File: src/rtl/alu_arbiter_pkg.sv
// Shared definitions for the two-requester ALU arbiter: op codes, FSM states and
// the ALU evaluation function.
package alu_arbiter_pkg;

    localparam int unsigned AluWidth   = 32;
    localparam int unsigned ShAmtWidth = 5;

    typedef enum logic [2:0] {
        AluAdd  = 3'b000,
        AluSub  = 3'b001,
        AluAnd  = 3'b010,
        AluOr   = 3'b011,
        AluXor  = 3'b100,
        AluRsvd = 3'b101,
        AluSll  = 3'b110,
        AluSrl  = 3'b111
    } alu_op_e;

    typedef enum logic [1:0] {
        StIdle = 2'b00,
        StExec = 2'b01,
        StResp = 2'b10
    } state_e;

    function automatic logic [AluWidth-1:0] alu_eval(input logic [AluWidth-1:0] a,
                                                     input logic [AluWidth-1:0] b,
                                                     input alu_op_e             op);
        logic [ShAmtWidth-1:0] sh;
        logic [AluWidth-1:0]   res;
        sh = b[ShAmtWidth-1:0];
        case (op)
            AluAdd:  res = a + b;
            AluSub:  res = a - b;
            AluAnd:  res = a & b;
            AluOr:   res = a | b;
            AluXor:  res = a ^ b;
            AluSll:  res = a << sh;
            AluSrl:  res = a >> sh;
            default: res = '0;
        endcase
        return res;
    endfunction

endpackage

File: src/rtl/alu_arbiter_rr_arb2.sv
// Two-input round-robin arbiter; on a tie the requester not granted last wins.
module alu_arbiter_rr_arb2 (
    input  logic [1:0] valid_i,
    input  logic       last_grant_i,
    output logic [1:0] grant_o
);

    always_comb begin
        grant_o = 2'b00;
        unique case (valid_i)
            2'b01:   grant_o = 2'b01;
            2'b10:   grant_o = 2'b10;
            2'b11:   grant_o = last_grant_i ? 2'b01 : 2'b10;
            default: grant_o = 2'b00;
        endcase
    end

endmodule

File: src/rtl/alu_arbiter.sv
// Shares one ALU between two valid/ready requesters: accept, execute for one
// cycle, then hold the registered result until the owner takes it.
module alu_arbiter
    import alu_arbiter_pkg::*;
#(
    parameter int unsigned Width = AluWidth
) (
    input  logic             clk_i,
    input  logic             rst_i,
    input  logic             req0_valid_i,
    input  logic             req1_valid_i,
    output logic             req0_ready_o,
    output logic             req1_ready_o,
    input  logic [Width-1:0] req0_a_i,
    input  logic [Width-1:0] req0_b_i,
    input  logic [Width-1:0] req1_a_i,
    input  logic [Width-1:0] req1_b_i,
    input  logic [2:0]       req0_op_i,
    input  logic [2:0]       req1_op_i,
    output logic             resp0_valid_o,
    output logic             resp1_valid_o,
    input  logic             resp0_ready_i,
    input  logic             resp1_ready_i,
    output logic [Width-1:0] resp_result_o,
    output logic             resp_zero_o,
    output logic             busy_o
);

    state_e           state_q, state_d;
    logic             last_grant_q, last_grant_d;
    logic             owner_q, owner_d;
    logic [Width-1:0] a_q, a_d, b_q, b_d;
    alu_op_e          op_q, op_d;
    logic [Width-1:0] result_q, result_d;
    logic             zero_q, zero_d;
    logic             busy_q;

    logic [1:0]       req_valid;
    logic [1:0]       grant;
    logic [1:0]       req_ready;
    logic [1:0]       resp_ready;
    logic [Width-1:0] alu_result;

    assign req_valid  = {req1_valid_i, req0_valid_i};
    assign resp_ready = {resp1_ready_i, resp0_ready_i};

    alu_arbiter_rr_arb2 u_rr_arb2 (
        .valid_i      (req_valid),
        .last_grant_i (last_grant_q),
        .grant_o      (grant)
    );

    assign alu_result = alu_eval(a_q, b_q, op_q);

    always_comb begin
        state_d      = state_q;
        last_grant_d = last_grant_q;
        owner_d      = owner_q;
        a_d          = a_q;
        b_d          = b_q;
        op_d         = op_q;
        result_d     = result_q;
        zero_d       = zero_q;
        req_ready    = 2'b00;

        unique case (state_q)
            StIdle: begin
                // Ready is withheld during the reset cycle.
                if (!rst_i) begin
                    req_ready = grant;
                end
                if (|(req_valid & req_ready)) begin
                    owner_d      = grant[1];
                    last_grant_d = grant[1];
                    a_d          = grant[1] ? req1_a_i : req0_a_i;
                    b_d          = grant[1] ? req1_b_i : req0_b_i;
                    op_d         = alu_op_e'(grant[1] ? req1_op_i : req0_op_i);
                    state_d      = StExec;
                end
            end
            StExec: begin
                if (op_q == AluRsvd) begin
                    result_d = '0;
                    zero_d   = 1'b1;
                end else begin
                    result_d = alu_result;
                    zero_d   = (alu_result == '0);
                end
                state_d = StResp;
            end
            StResp: begin
                if (resp_ready[owner_q]) begin
                    state_d = StIdle;
                end
            end
            default: state_d = StIdle;
        endcase
    end

    always_ff @(posedge clk_i) begin
        if (rst_i) begin
            state_q      <= StIdle;
            last_grant_q <= 1'b1;
            owner_q      <= 1'b0;
            a_q          <= '0;
            b_q          <= '0;
            op_q         <= AluAdd;
            result_q     <= '0;
            zero_q       <= 1'b0;
            busy_q       <= 1'b0;
        end else begin
            state_q      <= state_d;
            last_grant_q <= last_grant_d;
            owner_q      <= owner_d;
            a_q          <= a_d;
            b_q          <= b_d;
            op_q         <= op_d;
            result_q     <= result_d;
            zero_q       <= zero_d;
            busy_q       <= (state_d != StIdle);
        end
    end

    assign req0_ready_o  = req_ready[0];
    assign req1_ready_o  = req_ready[1];
    assign resp0_valid_o = (state_q == StResp) && !owner_q;
    assign resp1_valid_o = (state_q == StResp) && owner_q;
    assign resp_result_o = result_q;
    assign resp_zero_o   = zero_q;
    assign busy_o        = busy_q;

endmodule

File: config.mk
export PLATFORM = sky130hd
export DESIGN_NAME = alu_arbiter
export DESIGN_NICKNAME = d
export VERILOG_FILES = /design/src/rtl/alu_arbiter_pkg.sv /design/src/rtl/alu_arbiter_rr_arb2.sv /design/src/rtl/alu_arbiter.sv
export SDC_FILE = /design/constraint.sdc
export NUM_CORES = 1
export LEC_CHECK = 0
export ABC_AREA = 1
export CORE_MARGIN = 1
export CORE_UTILIZATION = 52
export CTS_CLUSTER_SIZE = 14
export DETAILED_ROUTE_END_ITERATION = 7
export PLACE_DENSITY_LB_ADDON = 0.12
export SETUP_SLACK_MARGIN = 0.5
export SYNTH_ARGS = -nofsm -noshare
export SYNTH_HDL_FRONTEND = slang
export SYNTH_HIERARCHICAL = 1
export SYNTH_SLANG_ARGS = --single-unit
File: constraint.sdc
create_clock -name clk_i -period 3.5 [get_ports clk_i]
set_clock_uncertainty 0.1 [all_clocks]
set_input_delay 0.35 -clock clk_i [delete_from_list [all_inputs] [get_ports clk_i]]
set_output_delay 0.35 -clock clk_i [all_outputs]
set_load 0.05 [all_outputs]
==> summary.md <==
| Metric | Value |
|---|---|
| PortBufs | `177` |
| Total routed wirelength | `59300 um` |
| CTS clk-pin slew, worst paths | `0.11 ns` |
| Max-slew violations | `0` |
| Syn Area/Cell | `5.90 um2` |
| Gr usage total | `0.443` |
| Endpoint class of the critical path | `flop` |
| Hold Path End | `owner_q` |
| Total number of vias | `17200` |
| Slowest-stage cell, CP | `dfxtp_2` |
| Die ar. | `25600 um2` |
| Mapped Area | `13000 um2` |
| H-tree levels | `3` |
| CP bufs+invs | `6` |
| I/O Pins | `178` |
| Clock sinks | `105` |
| RSZ-0062 raised after global routing | `yes` |
| Status | `finished, violations left` |
| TritonCTS clock tree | `done` |
| GRT Residual Overflow | `0` |
| Core Region | `24400 um2` |
| Layout cells sized above 1 | `0.261` |
| Worst Reg-to-Reg Cells | `28` |
| Yosys top cell area share | `0.178` |
| Yosys cell types | `51` |
| Most used cell, CP | `nor2_1` |
| Hold wc startpoint | `owner_q` |
| Final Wtd Congestion | `1.05` |
| Synth area leader | `nand2_1` |
| Max clock buf depth | `2` |
| Largest net degree at the start of global routing | `88` |
| Syn_nets | `2436` |
| Antenna violations before repair | `0` |
| First-iteration detailed-routing DRC count | `2704` |
| Fmax | `252 MHz` |
| Area contributors post-synth | `nand2_1 18%, dfxtp_1 16%, nand3_1 14%` |
| TNS Setup | `-5.18 ns` |
| Fillers | `1944` |
| Seq/Total Area, Yosys | `0.162` |
| Pleak | `0.00903 uW` |
| Final worst slack | `-0.473 ns` |
| DRC viols | `6` |
| Worst Hold Depth | `2` |
| Initial Util | `0.532` |
| Reg area | `2110 um2` |
| Top-count cell post-synth | `nand2_1` |
| First-pass GRT wire length | `87400 um` |
| Reg-to-reg slack, setup | `-0.47 ns` |
| Max-cap viol count | `0` |
| Most frequent cells after synthesis | `616 x nand2_1, 366 x nand3_1, 251 x inv_1, 142 x a21oi_1, 140 x nor2_1` |
| CP Max Fanout | `3` |
| Row count | `57` |
| EDFF count, synth | `0` |
| # diodes | `0` |
| Vias per cell | `6.04` |
| Failing checks | `design-rule violations, negative setup slack` |
| Worst Tran Pin Value | `1.23 ns` |
| Path length in cells of the critical path | `28` |
| Horiz. Die Dim | `160 um` |
| Pwr/cell area | `438 nW/um2` |
| Hold WC Path Type | `reg -> reg` |
| Post-synthesis async set-or-reset flop share | `0` |
| CP startpoint kind | `flop` |
| CP peak stage delay | `0.36 ns` |
| Num CTS Buffers | `9` |
| Normalized max-slew margin | `0.175` |
| CP required | `3.71 ns` |
| YS warnings | `6` |
| Die H | `160 um` |
| Final Hold Violating Endpoints | `0` |
| Max VDD drop | `0.342 mV` |
| Final worst-path cycle share | `1.14` |
| Number of synthesized register bits | `105` |
| Antenna viol nets, final | `0` |
| Prevailing post-synth register cell | `dfxtp_1` |
| DRT Pass-1 Iters | `8` |
| R2R Path End | `resp_zero_o` |
| Synth-to-Final Area Change | `40.3%` |
| Fin crit period | `3.97 ns` |
| Vias in the first global route | `15900` |
| Wire length per cell | `20.8 um` |
| Multi-input logic area | `10600 um2` |
| Worst R2R Start | `b_q[1]` |
| Syn Inst Count | `2198` |
| Hpwl dp | `43500 um` |
| Nets | `2761` |
| Endpoints failing setup | `28` |
| Root Driver | `clkbuf_16` |
| Skew-Pair Late Insertion Delay | `0.39 ns` |
| CP top delay family | `simple AND/OR/NAND/NOR gates` |
| Setup CP Type | `reg -> reg` |
| CP arrival | `4.18 ns` |
| Pre-CTS setup slack | `-0.578 ns` |
## metal layers
metal / part of all wire / vias to the layer above / wire length [um] / global-route usage
li1: - / 7837 / - / -
met1: 0.38 / 7862 / 22300 / 0.562
met2: 0.44 / 1221 / 25800 / 0.701
met3: 0.13 / 295 / 7700 / 0.119
met4: 0.058 / 2 / 3460 / 0.203
met5: 0.00042 / - / 25 / 0
## tightest hold or removal path: cells and delay by family (launching register included)
family	cells	cell delay [ns]
AOI/OAI and AO/OA	1	0.06
DFF	1	0.33
and+or+nand+nor	1	0.07
## cell type report
cell class              instances  share of cell area
flip-flops and latches        105               0.116
clock buffers                   9              0.0124
clock inverters                 7             0.00447
well taps                     324              0.0223
inverters                     272              0.0571
repair buffers                420               0.206
multi-input cells            1715               0.581
## state kept, by name, summed over array words and instances, names as in the netlist
name,flops
resp_result_o,32
a_q,32
busy_o,1
last_grant_q,1
b_q,32
owner_q,1
state_q,2
resp_zero_o,1
op_q,3
## cell families after synthesis
kind of cell / after synthesis / synth area share
mux: 67 / 0.0582
xor+xnor: 30 / 0.0203
simple gates: 1211 / 0.412
fa+ha+maj: 98 / 0.0951
buf+inv: 378 / 0.124
compound gates: 309 / 0.128
flops: 105 / 0.162
## worst max-delay path by stage
stage | from | endpoint | slack [ns]
final | b_q[1] | resp_zero_o | -0.47
after global routing | b_q[1] | resp_zero_o | -0.67
after CTS | b_q[0] | resp_zero_o | -0.32
after detailed placement | b_q[0] | resp_zero_o | -0.58
after global placement | b_q[0] | resp_zero_o | -0.44
after floorplan | b_q[1] | resp_zero_o | -0.14
## power breakdown
part           total, uW  switching (uW)  internal (uW)
clock               1140             623            518
sequential          1450             151           1300
combinational       5380            3170           2210
## metrics by stage
stage          cell area (um2)  power (uW)   util  hold WS [ns]  cells
2_1_floorplan            13100        3720      -         0.359   2198
3_3_place_gp             16300        5580  0.667         0.369   2796
3_5_place_dp             16300        5640  0.667         0.384   2796
4_1_cts                  17700        7360  0.724         0.396   2841
5_1_grt                  18200        8280  0.746         0.424   2852
6_report                 18200        7970  0.746         0.393   2852
## what timing repair did
action                     4_1_cts  5_1_grt
buffers inserted                29       11
hold buffers                     0        0
gates resized for setup        226      117
setup endpoints to repair       31       33
pin swaps                       60       46
## cell usage in the layout, fill, tap and decap left out, drive strengths merged, types with 13 or more instances in the layout
cell type      instances
a21oi                144
buf                  245
clkdlybuf4s50        175
clkinv                13
dfxtp                105
ha                    97
inv                  266
mux2                  67
nand2                645
nand3                375
nor2                 144
o211ai                13
o21ai                129
xor2                  30
(Power assumes the default switching activity.)
